===== src/rtl/cpu_pkg.sv =====
// cpu_pkg: register-file geometry and the writeback entry
// bundle shared by the writeback path.
package cpu_pkg;
  localparam int REG_ADDR_W = 3;
  localparam int REG_DATA_W = 16;
  localparam int NUM_REGS   = 8;

  typedef struct packed {
    logic [REG_ADDR_W-1:0] dest;
    logic [REG_DATA_W-1:0] data;
  } wb_entry_t;
endpackage


===== src/rtl/wb_queue_if.sv =====
// wb_queue_if: producer handshakes, register-file write port
// and forwarding lookups of the writeback queue.
interface wb_queue_if import cpu_pkg::*; #(
  parameter int DEPTH  = 4,
  parameter int DATA_W = REG_DATA_W,
  parameter int ADDR_W = REG_ADDR_W
) ();
  localparam int CW = $clog2(DEPTH) + 1;

  logic              mem_valid;
  logic              mem_ready;
  logic [ADDR_W-1:0] mem_dest;
  logic [DATA_W-1:0] mem_data;
  logic              alu_valid;
  logic              alu_ready;
  logic [ADDR_W-1:0] alu_dest;
  logic [DATA_W-1:0] alu_data;
  logic              reg_write_en;
  logic [ADDR_W-1:0] reg_write_dest;
  logic [DATA_W-1:0] reg_write_data;
  logic [ADDR_W-1:0] fwd_addr_1;
  logic              fwd_hit_1;
  logic [DATA_W-1:0] fwd_data_1;
  logic [ADDR_W-1:0] fwd_addr_2;
  logic              fwd_hit_2;
  logic [DATA_W-1:0] fwd_data_2;
  logic [NUM_REGS-1:0] pending;
  logic [CW-1:0]     count;

  modport master (
    output mem_valid, mem_dest, mem_data,
    output alu_valid, alu_dest, alu_data,
    output fwd_addr_1, fwd_addr_2,
    input  mem_ready, alu_ready,
    input  reg_write_en, reg_write_dest, reg_write_data,
    input  fwd_hit_1, fwd_data_1,
    input  fwd_hit_2, fwd_data_2,
    input  pending, count
  );

  modport slave (
    input  mem_valid, mem_dest, mem_data,
    input  alu_valid, alu_dest, alu_data,
    input  fwd_addr_1, fwd_addr_2,
    output mem_ready, alu_ready,
    output reg_write_en, reg_write_dest, reg_write_data,
    output fwd_hit_1, fwd_data_1,
    output fwd_hit_2, fwd_data_2,
    output pending, count
  );
endinterface


===== src/rtl/wb_queue_fifo_mem.sv =====
// wb_fifo_mem: entry ring with read/write pointers, occupancy
// count and a two-slot write port (slot 1 only with slot 0).
module wb_fifo_mem import cpu_pkg::*; #(
  parameter int DEPTH = 4
) (
  input  logic      clk,
  input  logic      rst,
  input  logic      en0,
  input  wb_entry_t e0,
  input  logic      en1,
  input  wb_entry_t e1,
  output wb_entry_t ents [DEPTH],
  output logic [$clog2(DEPTH)-1:0] rptr,
  output logic [$clog2(DEPTH):0]   cnt
);
  localparam int PW = $clog2(DEPTH);
  localparam int CW = PW + 1;

  logic [PW-1:0] wptr;
  logic          deq;
  logic [CW:0]   cnt_nxt;

  // The register file never stalls: head leaves whenever present.
  assign deq = |cnt;
  assign cnt_nxt = {1'b0, cnt} - (CW+1)'(deq)
                 + (CW+1)'(en0) + (CW+1)'(en1);

  always_ff @(posedge clk) begin
    if (rst) begin
      wptr <= '0;
      rptr <= '0;
      cnt  <= '0;
      for (int i = 0; i < DEPTH; i++) ents[i] <= '0;
    end else begin
      if (en0) ents[wptr] <= e0;
      if (en1) ents[wptr + PW'(1)] <= e1;
      wptr <= wptr + PW'(en0) + PW'(en1);
      rptr <= rptr + PW'(deq);
      cnt  <= cnt_nxt[CW-1:0];
    end
  end

  a_no_overflow: assert property (
    @(posedge clk) disable iff (rst)
    cnt_nxt <= (CW+1)'(DEPTH)
  );
endmodule


===== src/rtl/wb_queue.sv =====
// wb_queue: in-order writeback buffer owning the register-file
// write port, with dual enqueue and two forwarding lookups.
module wb_queue import cpu_pkg::*; #(
  parameter int DEPTH  = 4,
  parameter int DATA_W = REG_DATA_W,
  parameter int ADDR_W = REG_ADDR_W
) (
  input logic       clk,
  input logic       rst,
  wb_queue_if.slave bus
);
  localparam int PW = $clog2(DEPTH);
  localparam int CW = PW + 1;

  logic          mem_q, alu_q;
  logic          en0, en1;
  wb_entry_t     e0, e1, head;
  wb_entry_t     ents [DEPTH];
  logic [PW-1:0] rptr, idx;
  logic [CW-1:0] cnt, free;
  logic          wen;
  logic          hit1, hit2;
  logic [DATA_W-1:0] d1, d2;
  logic [ADDR_W-1:0] wdest;
  logic [NUM_REGS-1:0] pend;

  assign free = CW'(DEPTH) - cnt;

  // Readiness looks only at registered occupancy.
  assign bus.mem_ready = !rst && free >= CW'(1);
  assign bus.alu_ready = !rst && (free >= CW'(2) ||
                         (free >= CW'(1) && !bus.mem_valid));

  // r0 writes are accepted but dropped.
  assign mem_q = bus.mem_valid && bus.mem_ready && |bus.mem_dest;
  assign alu_q = bus.alu_valid && bus.alu_ready && |bus.alu_dest;

  always_comb begin
    e0  = '{dest: bus.alu_dest, data: bus.alu_data};
    e1  = '{dest: bus.alu_dest, data: bus.alu_data};
    en0 = mem_q || alu_q;
    en1 = mem_q && alu_q;
    if (mem_q) e0 = '{dest: bus.mem_dest, data: bus.mem_data};
  end

  wb_fifo_mem #(.DEPTH(DEPTH)) u_mem (
    .clk  (clk),
    .rst  (rst),
    .en0  (en0),
    .e0   (e0),
    .en1  (en1),
    .e1   (e1),
    .ents (ents),
    .rptr (rptr),
    .cnt  (cnt)
  );

  assign head  = ents[rptr];
  assign wen   = !rst && |cnt;
  assign wdest = wen ? head.dest : '0;

  assign bus.reg_write_en   = wen;
  assign bus.reg_write_dest = wdest;
  assign bus.reg_write_data = wen ? DATA_W'(head.data) : '0;
  assign bus.count          = cnt;

  // Walk head to tail so the newest match is the one kept.
  always_comb begin
    hit1 = 1'b0;
    hit2 = 1'b0;
    d1   = '0;
    d2   = '0;
    pend = '0;
    idx  = rptr;
    for (int k = 0; k < DEPTH; k++) begin
      idx = rptr + PW'(k);
      if (CW'(k) < cnt) begin
        pend[ents[idx].dest] = 1'b1;
        if (ents[idx].dest == bus.fwd_addr_1) begin
          hit1 = 1'b1;
          d1   = ents[idx].data;
        end
        if (ents[idx].dest == bus.fwd_addr_2) begin
          hit2 = 1'b1;
          d2   = ents[idx].data;
        end
      end
    end
    pend[0] = 1'b0;
    if (rst || bus.fwd_addr_1 == '0) begin
      hit1 = 1'b0;
      d1   = '0;
    end
    if (rst || bus.fwd_addr_2 == '0) begin
      hit2 = 1'b0;
      d2   = '0;
    end
    if (rst) pend = '0;
  end

  assign bus.fwd_hit_1  = hit1;
  assign bus.fwd_data_1 = d1;
  assign bus.fwd_hit_2  = hit2;
  assign bus.fwd_data_2 = d2;
  assign bus.pending    = pend;
endmodule


===== src/flat_wrapper.sv =====
// flat-port wrapper written by rule: the top's interface ports become plain ports
module wb_queue_flat import cpu_pkg::*;
#(
  parameter int DEPTH  = 4,
  parameter int DATA_W = REG_DATA_W,
  parameter int ADDR_W = REG_ADDR_W
)
  (clk, rst, bus_mem_valid, bus_mem_dest, bus_mem_data, bus_alu_valid, bus_alu_dest, bus_alu_data, bus_fwd_addr_1, bus_fwd_addr_2, bus_mem_ready, bus_alu_ready, bus_reg_write_en, bus_reg_write_dest, bus_reg_write_data, bus_fwd_hit_1, bus_fwd_data_1, bus_fwd_hit_2, bus_fwd_data_2, bus_pending, bus_count);
  wb_queue_if #(.DEPTH(DEPTH), .DATA_W(DATA_W), .ADDR_W(ADDR_W)) bus_i ();
  input logic clk;
  input logic rst;
  input wire logic [$bits(bus_i.mem_valid)-1:0] bus_mem_valid;
  input wire logic [$bits(bus_i.mem_dest)-1:0] bus_mem_dest;
  input wire logic [$bits(bus_i.mem_data)-1:0] bus_mem_data;
  input wire logic [$bits(bus_i.alu_valid)-1:0] bus_alu_valid;
  input wire logic [$bits(bus_i.alu_dest)-1:0] bus_alu_dest;
  input wire logic [$bits(bus_i.alu_data)-1:0] bus_alu_data;
  input wire logic [$bits(bus_i.fwd_addr_1)-1:0] bus_fwd_addr_1;
  input wire logic [$bits(bus_i.fwd_addr_2)-1:0] bus_fwd_addr_2;
  output wire logic [$bits(bus_i.mem_ready)-1:0] bus_mem_ready;
  output wire logic [$bits(bus_i.alu_ready)-1:0] bus_alu_ready;
  output wire logic [$bits(bus_i.reg_write_en)-1:0] bus_reg_write_en;
  output wire logic [$bits(bus_i.reg_write_dest)-1:0] bus_reg_write_dest;
  output wire logic [$bits(bus_i.reg_write_data)-1:0] bus_reg_write_data;
  output wire logic [$bits(bus_i.fwd_hit_1)-1:0] bus_fwd_hit_1;
  output wire logic [$bits(bus_i.fwd_data_1)-1:0] bus_fwd_data_1;
  output wire logic [$bits(bus_i.fwd_hit_2)-1:0] bus_fwd_hit_2;
  output wire logic [$bits(bus_i.fwd_data_2)-1:0] bus_fwd_data_2;
  output wire logic [$bits(bus_i.pending)-1:0] bus_pending;
  output wire logic [$bits(bus_i.count)-1:0] bus_count;
  assign bus_i.mem_valid = bus_mem_valid;
  assign bus_i.mem_dest = bus_mem_dest;
  assign bus_i.mem_data = bus_mem_data;
  assign bus_i.alu_valid = bus_alu_valid;
  assign bus_i.alu_dest = bus_alu_dest;
  assign bus_i.alu_data = bus_alu_data;
  assign bus_i.fwd_addr_1 = bus_fwd_addr_1;
  assign bus_i.fwd_addr_2 = bus_fwd_addr_2;
  assign bus_mem_ready = bus_i.mem_ready;
  assign bus_alu_ready = bus_i.alu_ready;
  assign bus_reg_write_en = bus_i.reg_write_en;
  assign bus_reg_write_dest = bus_i.reg_write_dest;
  assign bus_reg_write_data = bus_i.reg_write_data;
  assign bus_fwd_hit_1 = bus_i.fwd_hit_1;
  assign bus_fwd_data_1 = bus_i.fwd_data_1;
  assign bus_fwd_hit_2 = bus_i.fwd_hit_2;
  assign bus_fwd_data_2 = bus_i.fwd_data_2;
  assign bus_pending = bus_i.pending;
  assign bus_count = bus_i.count;
  wb_queue #(.DEPTH(DEPTH), .DATA_W(DATA_W), .ADDR_W(ADDR_W)) u_core (.clk(clk), .rst(rst), .bus(bus_i));
endmodule

===== config.mk =====
export PLATFORM = sky130hd
export DESIGN_NAME = wb_queue_flat
export DESIGN_NICKNAME = d
export VERILOG_FILES = /design/src/rtl/cpu_pkg.sv /design/src/rtl/wb_queue_if.sv /design/src/rtl/wb_queue_fifo_mem.sv /design/src/rtl/wb_queue.sv /design/src/flat_wrapper.sv
export SDC_FILE = /design/constraint.sdc
export NUM_CORES = 1
export LEC_CHECK = 0
export ABC_CLOCK_PERIOD_IN_PS = 7100
export CORE_MARGIN = 4
export CORE_UTILIZATION = 25
export CTS_BUF_LIST = sky130_fd_sc_hd__clkbuf_8
export CTS_CLUSTER_SIZE = 40
export DETAILED_ROUTE_END_ITERATION = 7
export HOLD_SLACK_MARGIN = 0.1
export SKIP_CTS_REPAIR_TIMING = 1
export SYNTH_ARGS = -nofsm -noshare
export SYNTH_HDL_FRONTEND = slang
export SYNTH_HIERARCHICAL = 1
export SYNTH_SLANG_ARGS = --single-unit

===== constraint.sdc =====
create_clock -name clk -period 7.1 [get_ports clk]
set_input_delay 1.065 -clock clk [delete_from_list [all_inputs] [get_ports clk]]
set_output_delay 1.065 -clock clk [all_outputs]
set_load 0.005 [all_outputs]

==> impl_metrics.tcl, run 1 <==
set metrics [dict create \
    leak_nw 3.22 \
    worst_ep_required_time_ps 6030 \
    drv_cap 0 \
    timing.setup.tns_ps 0 \
    dr.pass1.iters 5 \
    worst_case_vdd_ir_drop_uv 129 \
    crit_slowest_cell "sky130_fd_sc_hd__nand4_1" \
    timing.fmax_mhz 181 \
    power.density_nw_per_um2 300 \
    synth_most_common_cell "sky130_fd_sc_hd__nor2_1" \
    crit_buf_inv 2 \
    tritoncts.num_buffers 9 \
    design.core.area_um2 31700 \
    synth_top_area_share_pct 20.6 \
    synth-seq-area-share_pct 20.6 \
    detail_route.iter0.violations 980 \
    critical_path_depth 8 \
    synthesized_area_divided_by_synthesized_cell_count_um2 7.77 \
    endpoints_failing_setup 0 \
    critPathCaptureType "primary output" \
    design_area_um2 9500 \
    unrepaired_setup_endpoints_after_global_routing "no" \
    synth_xor_xnor_area_share_pct 3.14 \
    place_congestion 0.889 \
    start_util_pct 25.5 \
    rows 65 \
    final_ws_setup_ps 1570 \
    synth_ff_type "sky130_fd_sc_hd__dfxtp_1" \
    yosys_warn_count 6 \
    floorplan.die.width_um 188 \
    synthAdderAreaFrac_pct 1.67 \
    wp_data_arrival_ps 4470 \
    worstHoldPathType "flip-flop to flip-flop" \
    largest_net_degree_at_the_start_of_global_routing 83 \
    final_max_slew_viols 0 \
    die_area_um2 35300 \
    syn-num-nets 1097 \
    ys_top_cells_by_area "sky130_fd_sc_hd__dfxtp_1, sky130_fd_sc_hd__mux2_2, sky130_fd_sc_hd__a221oi_1, sky130_fd_sc_hd__nor2_1, sky130_fd_sc_hd__mux2i_1" \
    cts-root-buf "sky130_fd_sc_hd__clkbuf_8" \
    number_of_sinks_driven_by_the_clock_tree 83 \
    die_ht_um 188 \
    critPathTopFamily "buffers and inverters" \
    synth_top_cells_by_count "sky130_fd_sc_hd__nor2_1, sky130_fd_sc_hd__dfxtp_1, sky130_fd_sc_hd__nor3_1" \
    report.final.hold_viol_count 0 \
    synth.lib_cells_used.distinct 54 \
    layoutNonFillerInstCount 1477 \
    numPortBuffers 113 \
    place_hpwl_um 21100 \
    status "finished clean" \
    clock_tree_from_tritoncts "built" \
    dp.cells 1462 \
    detailed_place.area_um2 9280 \
    post_synthesis_mux_area_share_pct 17.3 \
    number_of_top_level_pins 115 \
    drt.antenna.violating_nets 0 \
    drt-total-wl_um 29500 \
    finalClockSkew_ps 9.70 \
    min_path_cells 2 \
    synth_top_family_by_area "simple AND/OR/NAND/NOR gates" \
    synth_compound_gate_area_share_pct 24.6 \
    synthesis.area_um2 8080 \
    synth_simple_gate_area_share_pct 25.7 \
    synth-seq-cells 83 \
    yosysTopAreaCell "sky130_fd_sc_hd__dfxtp_1" \
    grt-ovfl-total 0 \
    dp_worst_setup_slack_ps 2010 \
    grt_antenna_before_repair 9 \
    finish.net_count 1128 \
    worstRegToRegCells 14 \
    post_route_cells_drive_above_1_share_pct 16.1 \
    setup.worst_path.start_class "flip-flop" \
    number_of_global_route_vias_before_repair 7776 \
    timing.slew.headroom_pct 15.3 \
    drt_drc_violations_left 0 \
    worstPathCellList "buf_4, mux2_2, mux2i_4, xor2_1, nand4_1, o221ai_1, a32o_1, clkdlybuf4s50_1" \
    insertion_delay_ps 350 \
    clock_tree.buffer_depth 2 \
    via_count 8445 \
    post-route-min-period_ps 5530 \
    clock_transition_time_at_the_flip_flop_clock_pins_of_the_worst_setup_and_hold_paths_ps 80 \
    synth_edf_count 0 \
    share_of_the_clock_period_used_by_the_worst_path_after_layout_pct 77.9 \
    cts_htree_levels 3 \
    vias_per_cell 5.72 \
    timing.critical_path.slowest_cell_delay_ps 850 \
    grt_pass1_wl_um 45600 \
    path_max_fanout 69 \
    synth_cells 1040 \
    flow.area_growth_from_synthesis_pct 17.5 \
    synthArstFlopShare_pct 0 \
    timing_worst_slew_pin_value_ps 1270 \
    grt_use_total_pct 15.8 \
    routedWlPerCell_um 20.0 \
    timing.setup.critical_path_class "flip-flop to primary output" \
    nFillCells 3354 \
]
## through the flow
step | hold WS (ps) | util, % | power, W
after floorplan | 470 | - | 0.00196
after global routing | 671 | 29.9 | 0.00303
after detailed placement | 615 | 29.3 | 0.00244
after global placement | 598 | 29.3 | 0.00243
after CTS | 639 | 29.9 | 0.00282
final | 630 | 30.0 | 0.00285
## per-layer routing
layer / vias up / routed length [µm] / global-route usage, %
li1: 3924 / - / -
met1: 4001 / 13600 / 23.2
met2: 454 / 12600 / 23.3
met3: 50 / 2780 / 3.76
met4: 16 / 478 / 3.75
met5: - / 92 / 0
## power by group
part           total [W]  internal (W)  switching [W]
registers       0.000697      0.000547       0.000151
clock network   0.000377      0.000213       0.000165
logic            0.00177      0.000759        0.00101
## path summary, 6_finish.rpt
check	startpoint	end	slack, ps
max reg2reg	u_core/u_mem/cnt[2]	u_core/u_mem/cnt[2]	2960
min reg2reg	u_core/u_mem/ents[49]	u_core/u_mem/ents[49]	630
min	u_core/u_mem/ents[49]	u_core/u_mem/ents[49]	630
max	u_core/u_mem/rptr[0]	bus_fwd_data_1[6]	1570
## cells by family after synthesis
kind of cell | Yosys count
AOI/OAI and AO/OA | 252
xor gates and xnor gates | 29
adders and majority gates | 9
buffers and inverters | 116
DFF | 83
muxes | 123
other | 1
and+or+nand+nor | 427
## final cells by class
type	instances	area, µm²	area share (%)
multi-input combinational	841	5860	61.7
sequential	83	1670	17.5
timing repair buffer	124	1210	12.7
tap	402	503	5.29
clock buffer	11	151	1.59
clock inverter	3	63.8	0.672
inverter	12	45.0	0.474
antenna	1	2.50	0.0263
## state kept, by name, summed over array words and instances, names as in the netlist
signal,cells
u_core/u_mem/ents,76
u_core/u_mem/wptr,2
u_core/u_mem/rptr,2
u_core/u_mem/cnt,3
## cells in the final DEF (no fill, tap or decap), types with 3 or more instances in the layout
cell,n
sky130_fd_sc_hd__a21bo_2,15
sky130_fd_sc_hd__a21oi_1,22
sky130_fd_sc_hd__a221oi_1,82
sky130_fd_sc_hd__a221oi_2,10
sky130_fd_sc_hd__a22oi_1,7
sky130_fd_sc_hd__a31oi_1,6
sky130_fd_sc_hd__a32o_1,16
sky130_fd_sc_hd__a32oi_1,3
sky130_fd_sc_hd__and2_1,26
sky130_fd_sc_hd__and3_1,3
sky130_fd_sc_hd__buf_4,11
sky130_fd_sc_hd__clkbuf_8,11
sky130_fd_sc_hd__clkdlybuf4s50_1,112
sky130_fd_sc_hd__dfxtp_1,81
sky130_fd_sc_hd__fa_1,3
sky130_fd_sc_hd__ha_1,6
sky130_fd_sc_hd__inv_1,12
sky130_fd_sc_hd__mux2_2,71
sky130_fd_sc_hd__mux2i_1,46
sky130_fd_sc_hd__mux4_2,5
sky130_fd_sc_hd__nand2_1,58
sky130_fd_sc_hd__nand3_1,8
sky130_fd_sc_hd__nand4_1,4
sky130_fd_sc_hd__nor2_1,165
sky130_fd_sc_hd__nor2b_1,24
sky130_fd_sc_hd__nor3_1,83
sky130_fd_sc_hd__o211ai_1,16
sky130_fd_sc_hd__o21ai_0,36
sky130_fd_sc_hd__o21ai_1,17
sky130_fd_sc_hd__o221ai_1,16
sky130_fd_sc_hd__or2_2,34
sky130_fd_sc_hd__or3_1,3
sky130_fd_sc_hd__xnor2_1,18
sky130_fd_sc_hd__xor2_1,11
## tightest hold or removal path, stage by stage (launching register included)
cell and delay (ps):
sky130_fd_sc_hd__dfxtp_1 350, sky130_fd_sc_hd__a221oi_1 80, sky130_fd_sc_hd__nor3_1 150
Note: power is estimated with default switching activity, not from simulation.
==> run 2: changes to the inputs <==
- ABC_CLOCK_PERIOD_IN_PS: 7100 -> 4500
- clock period: 7.1 -> 4.5 ns (I/O delays scaled with it)
==> impl_metrics.tcl, run 2 (synthesis results as in run 1) <==
set metrics [dict create \
    reg_to_reg_critical_path_startpoint "u_core/u_mem/cnt[0]" \
    regToRegSetupSlack_ps 600 \
    grt_antenna_before_repair 7 \
    crit_slowest_cell "sky130_fd_sc_hd__dfxtp_2" \
    post_route_cells_drive_above_1_share_pct 17.4 \
    vias_per_cell 5.52 \
    post-route-min-period_ps 4140 \
    grt_pass1_wl_um 44600 \
    routedWlPerCell_um 19.5 \
    rows 65 \
    setup.worst_path.start_class "flip-flop" \
    layout_top_registers "u_core/u_mem/ents x76, u_core/u_mem/cnt x3" \
    design_area_um2 9600 \
    timing.slew.headroom_pct 30.6 \
    floorplan.die.width_um 188 \
    drt_drc_violations_left 0 \
    drv_cap 0 \
    numPortBuffers 113 \
    switchingPower_w 0.00213 \
    unrepaired_setup_endpoints_after_global_routing "no" \
    netSwitchingFraction_pct 47.9 \
    place_hpwl_um 21200 \
    number_of_top_level_pins 115 \
    dr.pass1.iters 5 \
    insertion_delay_ps 370 \
    worstRegToRegCells 14 \
    setup.worst_path.end "bus_fwd_data_1[8]" \
    critPathCaptureType "primary output" \
    critical_path.startpoint "u_core/u_mem/rptr[1]" \
    timing.fmax_mhz 242 \
    worstHoldPathType "flip-flop to flip-flop" \
    die_area_um2 35300 \
    place_congestion 0.896 \
    intPower_w 0.00232 \
    power.density_nw_per_um2 463 \
    timing.setup.tns_ps 0 \
    number_of_global_route_vias_before_repair 7458 \
    worst_r2r_endpoint "u_core/u_mem/cnt[2]" \
    die_ht_um 188 \
    clock_tree.buffer_depth 2 \
    path_max_fanout 31 \
    sequentialPowerShare_pct 24.2 \
    largest_reg_flops 76 \
    clock_power_share_pct 11.7 \
    finish.net_count 1143 \
    timing.setup.critical_path_class "flip-flop to primary output" \
    timing_worst_slew_pin_value_ps 1040 \
    flow.area_growth_from_synthesis_pct 18.7 \
    largest-register "u_core/u_mem/ents" \
    finalClockSkew_ps 9.40 \
    design.core.area_um2 31700 \
    worstPathCellList "mux4_2, xor2_1, nor4_4, buf_4, o211ai_1, o221ai_1, a32o_1, clkdlybuf4s50_1" \
    via_count 8252 \
    final_max_slew_viols 0 \
    drt.antenna.violating_nets 0 \
    wp_data_arrival_ps 3460 \
    worst_ep_required_time_ps 3830 \
    combPwrFrac_pct 64.1 \
    clock_transition_time_at_the_flip_flop_clock_pins_of_the_worst_setup_and_hold_paths_ps 80 \
    report.final.hold_viol_count 0 \
    clock_tree_from_tritoncts "built" \
    cts-root-buf "sky130_fd_sc_hd__clkbuf_8" \
    start_util_pct 25.5 \
    worst_case_vdd_ir_drop_uv 222 \
    mostFrequentLayoutCells "sky130_fd_sc_hd__nor2_1, sky130_fd_sc_hd__clkdlybuf4s50_1, sky130_fd_sc_hd__nor3_1" \
    most_common_cell_after_layout_fill_and_taps_aside "sky130_fd_sc_hd__nor2_1" \
    largest_net_degree_at_the_start_of_global_routing 84 \
    tritoncts.num_buffers 9 \
    leak_nw 3.28 \
    endpoints_failing_setup 0 \
    detailed_place.area_um2 9410 \
    grt-ovfl-total 0 \
    drt-total-wl_um 29200 \
    detail_route.iter0.violations 980 \
    number_of_sinks_driven_by_the_clock_tree 83 \
    share_of_the_clock_period_used_by_the_worst_path_after_layout_pct 92.0 \
    total_power_w 0.00444 \
    status "finished clean" \
    grt_use_total_pct 15.6 \
    timing.critical_path.slowest_cell_delay_ps 740 \
    cts_htree_levels 3 \
]
[run 2: changes by cell type in the layout (fill, tap and decap cells not counted), moves of 2 or more]
cell and change:
sky130_fd_sc_hd__clkinvlp_4 +2, sky130_fd_sc_hd__clkinv_4 +2, sky130_fd_sc_hd__buf_4 +14, sky130_fd_sc_hd__bufinv_16 -2
[run 2: power by group through the flow]
stage	Clock, W	Sequential, W	Combinational [W]
after floorplan	0	0.000963	0.00213
after global placement	0	0.00108	0.00278
after detailed placement	0	0.00109	0.00280
after CTS	0.000526	0.00107	0.00281
after global routing	0.000554	0.00110	0.00309
final	0.000521	0.00107	0.00285
[run 2: worst min-delay path by stage]
stage,from,endpoint,slack (ps),cells after the start
finish,u_core/u_mem/ents[50],u_core/u_mem/ents[50],640,2
global route,u_core/u_mem/ents[19],u_core/u_mem/ents[19],680,2
CTS,u_core/u_mem/ents[50],u_core/u_mem/ents[50],630,2
detailed placement,u_core/u_mem/ents[50],u_core/u_mem/ents[50],610,2
global placement,u_core/u_mem/ents[50],u_core/u_mem/ents[50],600,2
floorplan,u_core/u_mem/rptr[1],u_core/u_mem/rptr[1],470,2
[run 2: through the flow]
step,worst slack [ps],instances,util (%),hold slack [ps]
after floorplan,755,1040,-,470
after global placement,618,1477,29.7,596
after detailed placement,543,1477,29.7,609
after CTS,325,1493,30.3,633
after global routing,171,1493,30.3,680
final,361,1494,30.3,637
[run 2: worst max-delay path, delay by kind of cell, from the launching register on]
kind	cells	cell delay, ps
muxes	1	510
buffers and inverters	2	790
and+or+nand+nor	1	270
AOI/OAI and AO/OA	3	570
DFF	1	740
xor gates and xnor gates	1	210
[run 2: final cells by class]
class	count	area, µm²
Multi-Input combinational cell	841	5860
Antenna cell	1	2.50
Timing Repair Buffer	139	1330
Sequential cell	83	1670
Tap cell	402	503
Clock buffer	11	151
Inverter	12	45.0
Clock inverter	5	37.5
Fill cell	3336	22100
[run 2: routing by layer]
metal	up-vias	GRT usage, %	share of wire [%]
met3	41	3.70	8.1
met5	-	0	0.22
li1	3937	-	-
met1	3887	22.9	48
met2	375	22.9	43
met4	12	3.73	1.4
